**src/rtl/iob_eth_mdio_pkg.sv**
```systemverilog
// Shared definitions for the Clause-22 MDIO responder: FSM states, opcodes, field widths.
package iob_eth_mdio_pkg;

    typedef enum logic [2:0] {
        IDLE,
        ST,
        OP,
        PHYAD,
        REGAD,
        TA_RD,
        TA_WR
    } mdio_state_t;

    localparam logic [1:0] OP_RD = 2'b10;
    localparam logic [1:0] OP_WR = 2'b01;

    localparam int PHYAD_W   = 5;
    localparam int REGAD_W   = 5;
    localparam int DATA_W    = 16;
    localparam int BIT_CNT_W = 5;

    // Turnaround plus data spans R1..R18; the down-counter is loaded with 17 and ends at 0.
    localparam logic [BIT_CNT_W-1:0] CNT_OP_LOAD   = BIT_CNT_W'(1);
    localparam logic [BIT_CNT_W-1:0] CNT_FIELD_LD  = BIT_CNT_W'(PHYAD_W - 1);
    localparam logic [BIT_CNT_W-1:0] CNT_TA_LOAD   = BIT_CNT_W'(DATA_W + 1);
    localparam logic [BIT_CNT_W-1:0] CNT_DATA_WIN  = BIT_CNT_W'(DATA_W);

endpackage

```
**src/rtl/iob_eth_mdio_sync_edge.sv**
```systemverilog
// Multi-flop synchronizer with a rising-edge detector on the synchronized level.
module iob_eth_mdio_sync_edge #(
    parameter int STAGES = 2
) (
    input  logic clk_i,
    input  logic cke_i,
    input  logic rst_n_i,
    input  logic d_i,
    output logic level_o,
    output logic rise_o
);

    logic [STAGES-1:0] r_sync;
    logic              r_prev;

    always_ff @(posedge clk_i) begin
        if (cke_i) begin
            if (!rst_n_i) begin
                r_sync <= '0;
                r_prev <= 1'b0;
            end else begin
                r_sync <= {r_sync[STAGES-2:0], d_i};
                r_prev <= r_sync[STAGES-1];
            end
        end
    end

    assign level_o = r_sync[STAGES-1];
    assign rise_o  = r_sync[STAGES-1] & ~r_prev;

endmodule

```
**src/rtl/iob_eth_mdio_responder.sv**
```systemverilog
// Clause-22 MDIO responder (PHY side) with a strobe-based register access port.
// Optional build macro IOB_ETH_MDIO_PREAMBLE_SUPPRESSION_EN: skip preamble after a completed frame.
//
// state | meaning
// IDLE  | counting preamble ones, waiting for the ST '0'
// ST    | expecting the ST '1'
// OP    | collecting the 2-bit opcode
// PHYAD | collecting the 5-bit PHY address
// REGAD | collecting the 5-bit register address, dispatch on last bit
// TA_RD | driving turnaround '0' then 16 read-data bits
// TA_WR | skipping turnaround, shifting in 16 write-data bits
module iob_eth_mdio_responder
    import iob_eth_mdio_pkg::*;
#(
    parameter logic [PHYAD_W-1:0] PHY_ADDR     = 5'd1,
    parameter int                 PREAMBLE_LEN = 32,
    parameter int                 SYNC_STAGES  = 2
) (
    input  logic                clk_i,
    input  logic                cke_i,
    input  logic                rst_n_i,
    input  logic                mii_mdc_i,
    input  logic                mii_mdio_i,
    output logic                mii_mdio_o,
    output logic                mii_mdio_oe_o,
    output logic [REGAD_W-1:0]  reg_addr_o,
    output logic [DATA_W-1:0]   reg_wdata_o,
    output logic                reg_we_o,
    output logic                reg_re_o,
    input  logic [DATA_W-1:0]   reg_rdata_i,
    output logic                busy_o
);

    localparam int                PRE_W   = $clog2(PREAMBLE_LEN + 1);
    localparam logic [PRE_W-1:0]  PRE_MAX = PRE_W'(PREAMBLE_LEN);
`ifdef IOB_ETH_MDIO_PREAMBLE_SUPPRESSION_EN
    localparam logic [PRE_W-1:0]  PRE_AFTER_OK = PRE_MAX;
`else
    localparam logic [PRE_W-1:0]  PRE_AFTER_OK = '0;
`endif

    logic w_mdc_rise;
    logic w_mdc_level_unused;
    logic w_mdio;
    logic w_mdio_rise_unused;

    iob_eth_mdio_sync_edge #(.STAGES(SYNC_STAGES)) u_sync_mdc (
        .clk_i   (clk_i),
        .cke_i   (cke_i),
        .rst_n_i (rst_n_i),
        .d_i     (mii_mdc_i),
        .level_o (w_mdc_level_unused),
        .rise_o  (w_mdc_rise)
    );

    iob_eth_mdio_sync_edge #(.STAGES(SYNC_STAGES)) u_sync_mdio (
        .clk_i   (clk_i),
        .cke_i   (cke_i),
        .rst_n_i (rst_n_i),
        .d_i     (mii_mdio_i),
        .level_o (w_mdio),
        .rise_o  (w_mdio_rise_unused)
    );

    mdio_state_t            r_state,    w_state_nxt;
    logic [PRE_W-1:0]       r_pre_cnt,  w_pre_nxt;
    logic [BIT_CNT_W-1:0]   r_bit_cnt,  w_bit_nxt;
    logic                   r_op_hi,    w_op_hi_nxt;
    logic                   r_is_rd,    w_is_rd_nxt;
    logic [PHYAD_W-1:0]     r_phyad,    w_phyad_nxt;
    logic [REGAD_W-1:0]     r_regad,    w_regad_nxt;
    logic [DATA_W-1:0]      r_shift,    w_shift_nxt;
    logic                   r_mdio_o,   w_mdio_o_nxt;
    logic                   r_mdio_oe,  w_mdio_oe_nxt;
    logic [REGAD_W-1:0]     r_reg_addr, w_reg_addr_nxt;
    logic [DATA_W-1:0]      r_reg_wdata, w_reg_wdata_nxt;
    logic                   r_reg_we,   w_reg_we_nxt;
    logic                   r_reg_re,   w_reg_re_nxt;

    logic                   w_bit_last;
    logic [REGAD_W-1:0]     w_regad_full;
    logic [DATA_W-1:0]      w_wdata_full;

    always_comb begin
        w_state_nxt     = r_state;
        w_pre_nxt       = r_pre_cnt;
        w_bit_nxt       = r_bit_cnt;
        w_op_hi_nxt     = r_op_hi;
        w_is_rd_nxt     = r_is_rd;
        w_phyad_nxt     = r_phyad;
        w_regad_nxt     = r_regad;
        w_shift_nxt     = r_shift;
        w_mdio_o_nxt    = r_mdio_o;
        w_mdio_oe_nxt   = r_mdio_oe;
        w_reg_addr_nxt  = r_reg_addr;
        w_reg_wdata_nxt = r_reg_wdata;
        w_reg_we_nxt    = 1'b0;
        w_reg_re_nxt    = 1'b0;
        w_bit_last      = (r_bit_cnt == '0);
        w_regad_full    = {r_regad[REGAD_W-2:0], w_mdio};
        w_wdata_full    = {r_shift[DATA_W-2:0], w_mdio};

        if (w_mdc_rise) begin
            unique case (r_state)
                IDLE: begin
                    if (w_mdio) begin
                        if (r_pre_cnt != PRE_MAX) begin
                            w_pre_nxt = r_pre_cnt + 1'b1;
                        end
                    end else if (r_pre_cnt == PRE_MAX) begin
                        w_state_nxt = ST;
                    end else begin
                        w_pre_nxt = '0;
                    end
                end
                ST: begin
                    if (w_mdio) begin
                        w_state_nxt = OP;
                        w_bit_nxt   = CNT_OP_LOAD;
                    end else begin
                        w_state_nxt = IDLE;
                        w_pre_nxt   = '0;
                    end
                end
                OP: begin
                    w_op_hi_nxt = w_mdio;
                    w_bit_nxt   = r_bit_cnt - 1'b1;
                    if (w_bit_last) begin
                        w_bit_nxt = CNT_FIELD_LD;
                        if ({r_op_hi, w_mdio} == OP_RD) begin
                            w_state_nxt = PHYAD;
                            w_is_rd_nxt = 1'b1;
                        end else if ({r_op_hi, w_mdio} == OP_WR) begin
                            w_state_nxt = PHYAD;
                            w_is_rd_nxt = 1'b0;
                        end else begin
                            w_state_nxt = IDLE;
                            w_pre_nxt   = '0;
                        end
                    end
                end
                PHYAD: begin
                    w_phyad_nxt = {r_phyad[PHYAD_W-2:0], w_mdio};
                    w_bit_nxt   = r_bit_cnt - 1'b1;
                    if (w_bit_last) begin
                        w_state_nxt = REGAD;
                        w_bit_nxt   = CNT_FIELD_LD;
                    end
                end
                REGAD: begin
                    w_regad_nxt = w_regad_full;
                    w_bit_nxt   = r_bit_cnt - 1'b1;
                    if (w_bit_last) begin
                        w_bit_nxt = CNT_TA_LOAD;
                        if (r_phyad != PHY_ADDR) begin
                            w_state_nxt = IDLE;
                            w_pre_nxt   = '0;
                        end else if (r_is_rd) begin
                            w_reg_addr_nxt = w_regad_full;
                            w_reg_re_nxt   = 1'b1;
                            w_state_nxt    = TA_RD;
                        end else begin
                            w_state_nxt = TA_WR;
                        end
                    end
                end
                TA_RD: begin
                    w_bit_nxt = r_bit_cnt - 1'b1;
                    // Read data arrived one clk after the strobe, long before R1.
                    if (r_bit_cnt == CNT_TA_LOAD) begin
                        w_mdio_oe_nxt = 1'b1;
                        w_mdio_o_nxt  = 1'b0;
                        w_shift_nxt   = reg_rdata_i;
                    end else if (w_bit_last) begin
                        w_mdio_oe_nxt = 1'b0;
                        w_mdio_o_nxt  = 1'b0;
                        w_state_nxt   = IDLE;
                        w_pre_nxt     = PRE_AFTER_OK;
                    end else begin
                        w_mdio_o_nxt = r_shift[DATA_W-1];
                        w_shift_nxt  = {r_shift[DATA_W-2:0], 1'b0};
                    end
                end
                TA_WR: begin
                    w_bit_nxt = r_bit_cnt - 1'b1;
                    if (r_bit_cnt < CNT_DATA_WIN) begin
                        w_shift_nxt = w_wdata_full;
                    end
                    if (w_bit_last) begin
                        w_reg_addr_nxt  = r_regad;
                        w_reg_wdata_nxt = w_wdata_full;
                        w_reg_we_nxt    = 1'b1;
                        w_state_nxt     = IDLE;
                        w_pre_nxt       = PRE_AFTER_OK;
                    end
                end
                default: begin
                    w_state_nxt = IDLE;
                    w_pre_nxt   = '0;
                end
            endcase
        end
    end

    always_ff @(posedge clk_i) begin
        if (cke_i) begin
            if (!rst_n_i) begin
                r_state     <= IDLE;
                r_pre_cnt   <= '0;
                r_bit_cnt   <= '0;
                r_op_hi     <= 1'b0;
                r_is_rd     <= 1'b0;
                r_phyad     <= '0;
                r_regad     <= '0;
                r_shift     <= '0;
                r_mdio_o    <= 1'b0;
                r_mdio_oe   <= 1'b0;
                r_reg_addr  <= '0;
                r_reg_wdata <= '0;
                r_reg_we    <= 1'b0;
                r_reg_re    <= 1'b0;
            end else begin
                r_state     <= w_state_nxt;
                r_pre_cnt   <= w_pre_nxt;
                r_bit_cnt   <= w_bit_nxt;
                r_op_hi     <= w_op_hi_nxt;
                r_is_rd     <= w_is_rd_nxt;
                r_phyad     <= w_phyad_nxt;
                r_regad     <= w_regad_nxt;
                r_shift     <= w_shift_nxt;
                r_mdio_o    <= w_mdio_o_nxt;
                r_mdio_oe   <= w_mdio_oe_nxt;
                r_reg_addr  <= w_reg_addr_nxt;
                r_reg_wdata <= w_reg_wdata_nxt;
                r_reg_we    <= w_reg_we_nxt;
                r_reg_re    <= w_reg_re_nxt;
            end
        end
    end

    assign mii_mdio_o    = r_mdio_o;
    assign mii_mdio_oe_o = r_mdio_oe;
    assign reg_addr_o    = r_reg_addr;
    assign reg_wdata_o   = r_reg_wdata;
    assign reg_we_o      = r_reg_we;
    assign reg_re_o      = r_reg_re;
    assign busy_o        = (r_state != IDLE);

endmodule

```
**config.mk**
```make
export PLATFORM = sky130hd
export DESIGN_NAME = iob_eth_mdio_responder
export DESIGN_NICKNAME = d
export VERILOG_FILES = /design/src/rtl/iob_eth_mdio_pkg.sv /design/src/rtl/iob_eth_mdio_sync_edge.sv /design/src/rtl/iob_eth_mdio_responder.sv
export SDC_FILE = /design/constraint.sdc
export NUM_CORES = 1
export LEC_CHECK = 0
export CAP_MARGIN = 20
export CELL_PAD_IN_SITES_DETAIL_PLACEMENT = 1
export CELL_PAD_IN_SITES_GLOBAL_PLACEMENT = 1
export CORE_ASPECT_RATIO = 1.25
export CORE_MARGIN = 2
export CORE_UTILIZATION = 25
export CTS_CLUSTER_SIZE = 8
export DETAILED_ROUTE_END_ITERATION = 10
export PLACE_DENSITY = 0.55
export RECOVER_POWER = 25
export SLEW_MARGIN = 25
export SYNTH_ARGS = -nofsm -noshare
export SYNTH_HDL_FRONTEND = slang
export SYNTH_SLANG_ARGS = --single-unit
```
**constraint.sdc**
```tcl
create_clock -name clk_i -period 3.05 [get_ports clk_i]
set_input_delay 0.305 -clock clk_i [delete_from_list [all_inputs] [get_ports clk_i]]
set_output_delay 0.305 -clock clk_i [all_outputs]
set_load 0.1 [all_outputs]
```
[Word-level counts from Yosys, hierarchy flattened]
Cells that the tools add are included.
Storage, ports and cells
  output and inout bits: 26
  word-level logic and storage cells: 155
  input bits: 21
  bits in registers: 72
Operators by class
  $lt $le $gt $ge: 1
  reduce and logical (&&, ||, !) cells: 19
  equality and inequality tests: 43
  bitwise gates (word level): 6
  $add $sub $neg: 2
  muxes and demuxes: 67
Operators by type and width (count)
  $mux W16: 7
  $mux W6: 12
  $mux W5: 13
  $ne A3 B3 Y1 const B: 14
  $pmux W6 S7: 1
  $pmux W16 S2: 1
  $mux W3: 9
  $pmux W3 S7: 1
  $pmux W5 S4: 1
  $mux W1: 17
  $reduce_and A3 Y1: 5
  $ne A2 B1 Y1 const B: 7
  $ne A3 B1 Y1 const B: 4
  $reduce_and A12 Y1: 1
  $reduce_and A4 Y1: 3
  $pmux W5 S2: 1
  $reduce_and A5 Y1: 2
  $eq A3 B3 Y1 const B: 3
  $mux W2: 4
  $ne A4 B4 Y1 const B: 2
  $reduce_and A8 Y1: 1
  $reduce_and A7 Y1: 1
  $add A6 B1 Y6 const B: 1
  $eq A3 B2 Y1 const B: 2
  20 further kinds: 25

[Depth between registers and ports, before layout]
Gate-level depths: netlist of the first run.
  depth after elaboration: 6
  depth in mapped cells: 8
  depth with buffers taken out: 6

[Hierarchy]
Synthesis of the first run repeated with hierarchy kept, for this count alone.
Unflattened totals
  cell total of the unflattened synthesis: 329
  area total of the unflattened synthesis: 3662.3 um2
Modules (own cells, without submodules)
  iob_eth_mdio_responder: times used 1, cells each 315, area each 3417.0 um2, sequential area each 2011.9 um2
  iob_eth_mdio_sync_edge: times used 2, cells each 7, area each 122.6 um2, sequential area each 90.1 um2

[Least setup slack after synthesis of the first run]
Ideal clock, no wire load.
  path kind: reg-to-reg
  start: register r_bit_cnt[0]
  end: register r_reg_wdata[0] (netlist: reg_wdata_o[0]), enable pin
  slack: 0.328 ns
  buffers on the path: 2
  setup time: 0.390 ns
  data required time: 2.660 ns
  stages on the path, launching flop included: 8
  period minus slack after synthesis: 2.722 ns
  arrival time: 2.332 ns
  path through: edfxtp_1 > inv_1 > ha_1 > or4b_1 > buf_4 > buf_6 > o21ai_1 > nor2b_1
Between the ends
  word-level cells in the longest chain between the ends: 3
RTL lines
  start, declared: line iob_eth_mdio_responder.sv:67  | logic [BIT_CNT_W-1:0] r_bit_cnt, w_bit_nxt;
  start signal, assigned: line iob_eth_mdio_responder.sv:225  | r_bit_cnt <= w_bit_nxt;
  $logic_not A5 Y1: line iob_eth_mdio_responder.sv:99  | w_bit_last = (r_bit_cnt == '0);
  $ne A2 B1 Y1 (no source line)
  $reduce_and A4 Y1 (no source line)
  end signal, assigned: line iob_eth_mdio_responder.sv:234  | r_reg_wdata <= w_reg_wdata_nxt;
  end, declared: line iob_eth_mdio_responder.sv:76  | logic [DATA_W-1:0] r_reg_wdata, w_reg_wdata_nxt;
Every way passes these cells.
A chain may end at the register's enable or synchronous reset.

[Final worst setup path of the first run]
  start: register r_bit_cnt[0]
  end: register r_pre_cnt[5], enable pin
Between the ends
  word-level cells in the longest chain between the ends: 3
  elaborated cells between the ends (all ways): 6
  classes of those cells: eq/ne (4); reduce/logical (2)
RTL lines
  $eq A5 B5 Y1 / $logic_not A5 Y1 (equally long branches): line iob_eth_mdio_responder.sv:170, iob_eth_mdio_responder.sv:99
  $ne A3 B3 Y1 (no source line)
  $reduce_and A12 Y1 (no source line) (*)
  end signal, assigned: line iob_eth_mdio_responder.sv:224  | r_pre_cnt <= w_pre_nxt;
  end, declared: line iob_eth_mdio_responder.sv:66  | logic [PRE_W-1:0] r_pre_cnt, w_pre_nxt;
Every way passes the cells marked *; elsewhere a longest branch is shown, timed or not.

==> results of run 1 <==
## final timing paths
kind	start	endpoint	slack (ns)	depth (start not counted)
max	r_bit_cnt[0]	r_pre_cnt[5]	0.42	6
max reg2reg	r_bit_cnt[0]	r_pre_cnt[5]	0.42	6
min reg2reg	u_sync_mdc.r_sync[0]	u_sync_mdc.r_sync[1]	0.54	1
min	u_sync_mdc.r_sync[0]	u_sync_mdc.r_sync[1]	0.54	1
## metal layers
metal  vias up  part of all wire, %  global-route usage (%)
li1       1254                    -                       -
met1      1275                   43                    14.1
met2        41                   52                    22.5
met3        10                  2.5                    3.15
met4         0                  2.0                    4.94
met5         -                    0                       0
## final cells by class
class	count	share of cell area (%)
Sequential cell	72	47.3
Timing Repair Buffer	60	11.8
Clock buffer	10	5.01
Clock inverter	6	1.84
Multi-Input combinational cell	221	28.4
Tap cell	175	4.79
Inverter	10	0.822
## Yosys cell counts, types with 2 or more instances
library cell | n | share of area [%]
edfxtp_1 | 72 | 60
nand2_1 | 44 | 4.6
and2_1 | 31 | 5.4
a21oi_1 | 29 | 4.0
nor2_1 | 26 | 2.7
clkbuf_1 | 13 | 1.4
o21ai_0 | 11 | 1.5
inv_1 | 10 | 1.0
nor3_1 | 8 | 1.1
ha_1 | 7 | 2.4
nand3_1 | 7 | 0.98
mux2_2 | 6 | 1.9
nand2b_1 | 5 | 0.87
buf_2 | 4 | 0.56
nor2b_1 | 4 | 0.70
a211oi_1 | 3 | 0.63
a31oi_1 | 3 | 0.52
xor2_1 | 3 | 0.73
a21o_1 | 2 | 0.42
a32o_1 | 2 | 0.56
and3_1 | 2 | 0.35
buf_1 | 2 | 0.21
mux2i_1 | 2 | 0.56
nand3b_1 | 2 | 0.42
nor3b_1 | 2 | 0.42
nor4_1 | 2 | 0.35
o21ai_1 | 2 | 0.28
o31ai_1 | 2 | 0.42
or3_1 | 2 | 0.35
## report_power, final
group	leakage [uW]	switching (uW)	internal (uW)	total, uW
logic	0.000790	213	105	319
registers	0.000690	28.8	1150	1170
clock network	0.000156	403	713	1120
## sequential cells by signal, indices dropped and copies added (netlist names), 2 cells and up
| register | count |
|---|---|
| reg_addr_o | 5 |
| r_bit_cnt | 5 |
| u_sync_mdio.r_sync | 2 |
| reg_wdata_o | 16 |
| r_shift | 16 |
| r_state | 3 |
| r_phyad | 5 |
| u_sync_mdc.r_sync | 2 |
| r_pre_cnt | 6 |
| r_regad | 5 |
## kinds of logic (layout without fill, tap and decap cells)
kind of cell	Yosys count	after routing	synth area share, %
simple gates	139	139	19.3
flops	72	72	60.2
compound gates	63	63	10.9
buf+inv	31	86	3.69
mux	8	8	2.44
fa+ha+maj	7	7	2.44
xor+xnor	4	4	0.976
## through the flow
stage               instances  util (%)  power [uW]
finish                    554      32.8        2610
CTS                       554      32.9        2650
detailed placement        538      30.7        1520
global placement          538      30.6        1510
global route              554      32.8        2710
floorplan                 324         -        1410
==> results by group, run 1 <==
Run status
  – Status: completed

Power
  – Static Leak: between 0.0015 and 0.002 uW
  – Pwr dens: about 570 nW/um^2
  – Worst VDD drop: 306 uV

Worst setup path
  – CP Buf/Inv Count: 1
  – Critical Path Max Stage Delay: between 0.5 and 0.6 ns
  – Crit path max-delay family: compound AO/OA/AOI/OAI gates
  – Crit path DAT: approximately 2.6 ns
  – Crit path max fanout: 6
  – WP data required: between 3 and 4 ns
  – Crit-path slowest cell: or4b_1
  – CP Capture Type: flip-flop
  – Critical path class: flip-flop to flip-flop
  – Setup crit start kind: flip-flop
  – Cell breakdown of the critical path: inv_1, ha_1, or4b_1, o2bb2ai_2, a21o_1, a221oi_2

Yosys
  – Post-synth EDFFs: 72
  – Synth unique cells: 45
  – Netlist Area Pre-Place: between 3000 and 4000 um^2
  – Post-Syn Nets: around 350
  – Top_reg_cell synth: edfxtp_1
  – Synth warnings: 0
  – Synthesized flop and latch total: between 70 and 80
  – Fraction of registers with async set/reset: 0%
  – Mapped Avg Cell Area: approximately 11 um^2
  – Synth Instances: ~320
  – Post-synthesis sequential area ratio: about three fifths

Floorplan
  – # rows: 48
  – Die H: about 140 um
  – Die area: between 15000 and 20000 um^2
  – Core Area: 13900 um^2
  – Initial Util: around a quarter
  – Die width: between 100 and 150 um
  – I/O pin cnt: 47

Timing
  – Worst hold slack: between 0.5 and 0.6 ns
  – Tcrit/Tclk final: 86.2%
  – Fin. max-slew vios: 0
  – Worst setup margin: about 0.42 ns
  – Worst Skew: ~0.0067 ns
  – Worst slew pin tran: between 1 and 1.5 ns
  – F_max: 0.381 GHz
  – Final hold vios: 0
  – Unrepaired setup endpoints after global routing: no
  – Headroom to the max-slew limit: between 20% and 30%
  – Endpoints failing setup: 0
  – TNS Setup: 0 ns
  – Minimum clock period: roughly 2.6 ns

Clocking
  – TritonCTS Sinks: 72
  – Clock-pin slew on the worst setup and hold paths: about 0.06 ns
  – Longest Clk Path Bufs: 2
  – # resized after CTS: 0
  – Setup Fix Bufs, Post-CTS: 0
  – CTS buffer count: 9
  – Clock Latency Late Sink: about 0.33 ns
  – Root Driver: clkbuf_16
  – CTS HTree Levels: 3
  – Clock tree from TritonCTS: yes
  – Hold buffer count at cts: 0

Finish
  – Area of the multi-input gates: 1300 um^2
  – Proportion of layout cells with a drive suffix above 1: about a tenth
  – Cell area after layout: approximately 4600 um^2
  – Final net count: about 400
  – Register area: 2160 um^2
  – Area grow syn2layout: 27.2%
  – Most frequent cells in the layout: edfxtp_1 (72), nand2_1 (44), clkdlybuf4s50_1 (40), a21oi_1 (29), nor2_1 (26)
  – Number of diodes: 0
  – Most common cell after layout, fill and taps aside: edfxtp_1
  – Filler Cells Inserted: between 1.5k and 2k

Placed design
  – Gpl congestion: around 0.73
  – Hpwl dp: between 6000 and 7000 um
  – IO buf count: between 40 and 50
  – DP Worst Slack: roughly 0.43 ns
  – DP Area: between 4000 and 5000 um^2

Routing
  – Routed WL: a little under 9000 um
  – Wire per inst: approximately 16 um
  – Post-DR vias/cell: 4.66
  – 1st-pass router iterations: 4
  – Post-DRT Antenna Nets: 0
  – DR iter-0 viols: between 90 and 100
  – DRC Markers: 0
  – Via count: 2580

Run
  – Max-cap viol count: 0

Hold path
  – Hold Crit Class: flip-flop to flip-flop

Global routing
  – Total GRT Usage: between 10% and 20%
  – Largest net degree at the start of global routing: 45
  – GRT Residual Overflow: 0
  – First-pass GRT wire length: 14700 um
  – Vias in the first global route: between 2k and 3k
  – Initial antenna violation count: 0
No activity file was read; power rests on OpenSTA's default activity.
==> run 2, diff against run 1 <==
Settings changed: ABC_CLOCK_PERIOD_IN_PS set to 3050, CORE_ASPECT_RATIO 1.25 to unset.
==> run 2 against run 1 <==
- clock skew is 0.0023 ns lower
- utilization is 0.26 points higher
- critical path type unchanged
- global-route usage is 0.13 points lower
- final cell count is 0.90% higher
- clock power is 7% higher
- sequential cell count stayed put
- register-to-register slack hardly changed
- die area hardly changed
- first-iteration DRC count is 7.1% lower
==> results by group, run 2 (synthesis results as in run 1) <==
Timing
  – Worst setup margin: between 0.4 and 0.5 ns
  – Endpoints failing setup: 0
  – Worst slew pin tran: 1.18 ns
  – Worst Skew: around 0.0045 ns
  – Minimum clock period: 2.64 ns
  – Headroom to the max-slew limit: between 20% and 30%
  – F_max: ~0.38 GHz
  – Unrepaired setup endpoints after global routing: no
  – Tcrit/Tclk final: around 87%
  – Fin. max-slew vios: 0
  – TNS Setup: 0 ns
  – Worst hold slack: around 0.53 ns
  – Final hold vios: 0

Routing
  – DRC Markers: 0
  – Wire per inst: between 15 and 20 um
  – Via count: between 2k and 3k
  – Routed WL: a little under 9000 um
  – 1st-pass router iterations: 4
  – Post-DR vias/cell: 4.55
  – DR iter-0 viols: between 90 and 100
  – Post-DRT Antenna Nets: 0

Clocking
  – Hold buffer count at cts: 0
  – TritonCTS Sinks: slightly above 70
  – Clock Latency Late Sink: ~0.34 ns
  – Root Driver: clkbuf_16
  – Clock tree from TritonCTS: yes
  – # resized after CTS: 0
  – CTS buffer count: 9
  – CTS HTree Levels: 3
  – Longest Clk Path Bufs: 2
  – Setup Fix Bufs, Post-CTS: 0
  – Clock-pin slew on the worst setup and hold paths: about 0.060 ns

Placed design
  – Gpl congestion: just under 0.8
  – Hpwl dp: 6100 um
  – DP Worst Slack: 0.422 ns
  – IO buf count: 46

Global routing
  – GRT Residual Overflow: 0
  – Initial antenna violation count: 0
  – Largest net degree at the start of global routing: 45
  – First-pass GRT wire length: approximately 14000 um
  – Total GRT Usage: 12.3%
  – Vias in the first global route: roughly 2.6k

Power
  – Worst VDD drop: ~270 uV
  – Pwr dens: ~590 nW/um^2
  – Static Leak: about 0.0016 uW

Floorplan
  – # rows: 43
  – I/O pin cnt: 47
  – Die width: 124 um
  – Die H: between 100 and 150 um
  – Core Area: ~14000 um^2
  – Initial Util: approximately 26%
  – Die area: about 15000 um^2

Finish
  – Proportion of layout cells with a drive suffix above 1: under 10%
  – Final net count: between 400 and 500
  – Most common cell after layout, fill and taps aside: edfxtp_1
  – Area grow syn2layout: 28.2%
  – Most frequent cells in the layout: edfxtp_1 (72), nand2_1 (44), clkdlybuf4s50_1 (41), a21oi_1 (29), nor2_1 (26)
  – Number of diodes: 0

Worst setup path
  – Crit path max fanout: 7
  – Setup crit start kind: flip-flop
  – Crit path DAT: ~2.6 ns
  – WP data required: about 3 ns
  – CP Capture Type: flip-flop
  – Critical path class: flip-flop to flip-flop

Hold path
  – Hold Crit Class: flip-flop to flip-flop

Run status
  – Status: completed

Run
  – Max-cap viol count: 0
## run 2: cell count changes in the layout (fill, tap and decap cells not counted), sizes merged
cell,delta
clkinv,-2
inv,+1
clkbuf,-2
clkdlybuf4s50,+1
buf,+1
bufinv,+1
## run 2: critical path, cell delays in order (launching register included)
cell       delay (ns)
edfxtp_1         0.44
inv_1            0.14
ha_1             0.21
or4b_1           0.60
o2bb2ai_2        0.18
a21o_1           0.20
a221oi_2         0.50
## run 2: cell type report
type                            instances  area (um^2)
Timing Repair Buffer                   60          547
Inverter                               10         37.5
Clock buffer                           10          229
Tap cell                              180          225
Multi-Input combinational cell        221         1300
Sequential cell                        72         2160
Clock inverter                          6          106
Fill cell                            1510         9330
## run 2: metal layers
layer | track usage [%] | part of all wire (%) | vias up
met1 | 16.3 | 47 | 1235
met5 | 0 | 0 | -
li1 | - | - | 1253
met2 | 19.2 | 47 | 46
met3 | 3.21 | 4.3 | 9
met4 | 4.69 | 1.4 | 0
## run 2: worst paths after layout
check,to,slack (ns),startpoint,depth (start not counted)
setup / recovery,r_pre_cnt[4],0.41,r_bit_cnt[0],6
hold / removal,u_sync_mdc.r_sync[1],0.53,u_sync_mdc.r_sync[0],1
setup reg to reg,r_pre_cnt[4],0.41,r_bit_cnt[0],6
hold reg to reg,u_sync_mdc.r_sync[1],0.53,u_sync_mdc.r_sync[0],1
## run 2: through the flow
step	utilization [%]	area, um^2	total power (uW)	std cells
2_1_floorplan	-	3590	1410	324
3_3_place_gp	30.7	4280	1510	543
3_5_place_dp	30.7	4280	1520	543
4_1_cts	33.1	4610	2740	559
5_1_grt	33.0	4600	2800	559
6_report	33.0	4600	2690	559
## run 2: report_power, final
group | switching (uW) | internal (uW) | total (uW) | leakage (uW)
sequential | 32.1 | 1150 | 1180 | 0.000690
combinational | 209 | 106 | 315 | 0.000794
clock | 406 | 796 | 1200 | 0.000162
total | 647 | 2050 | 2690 | 0.00165
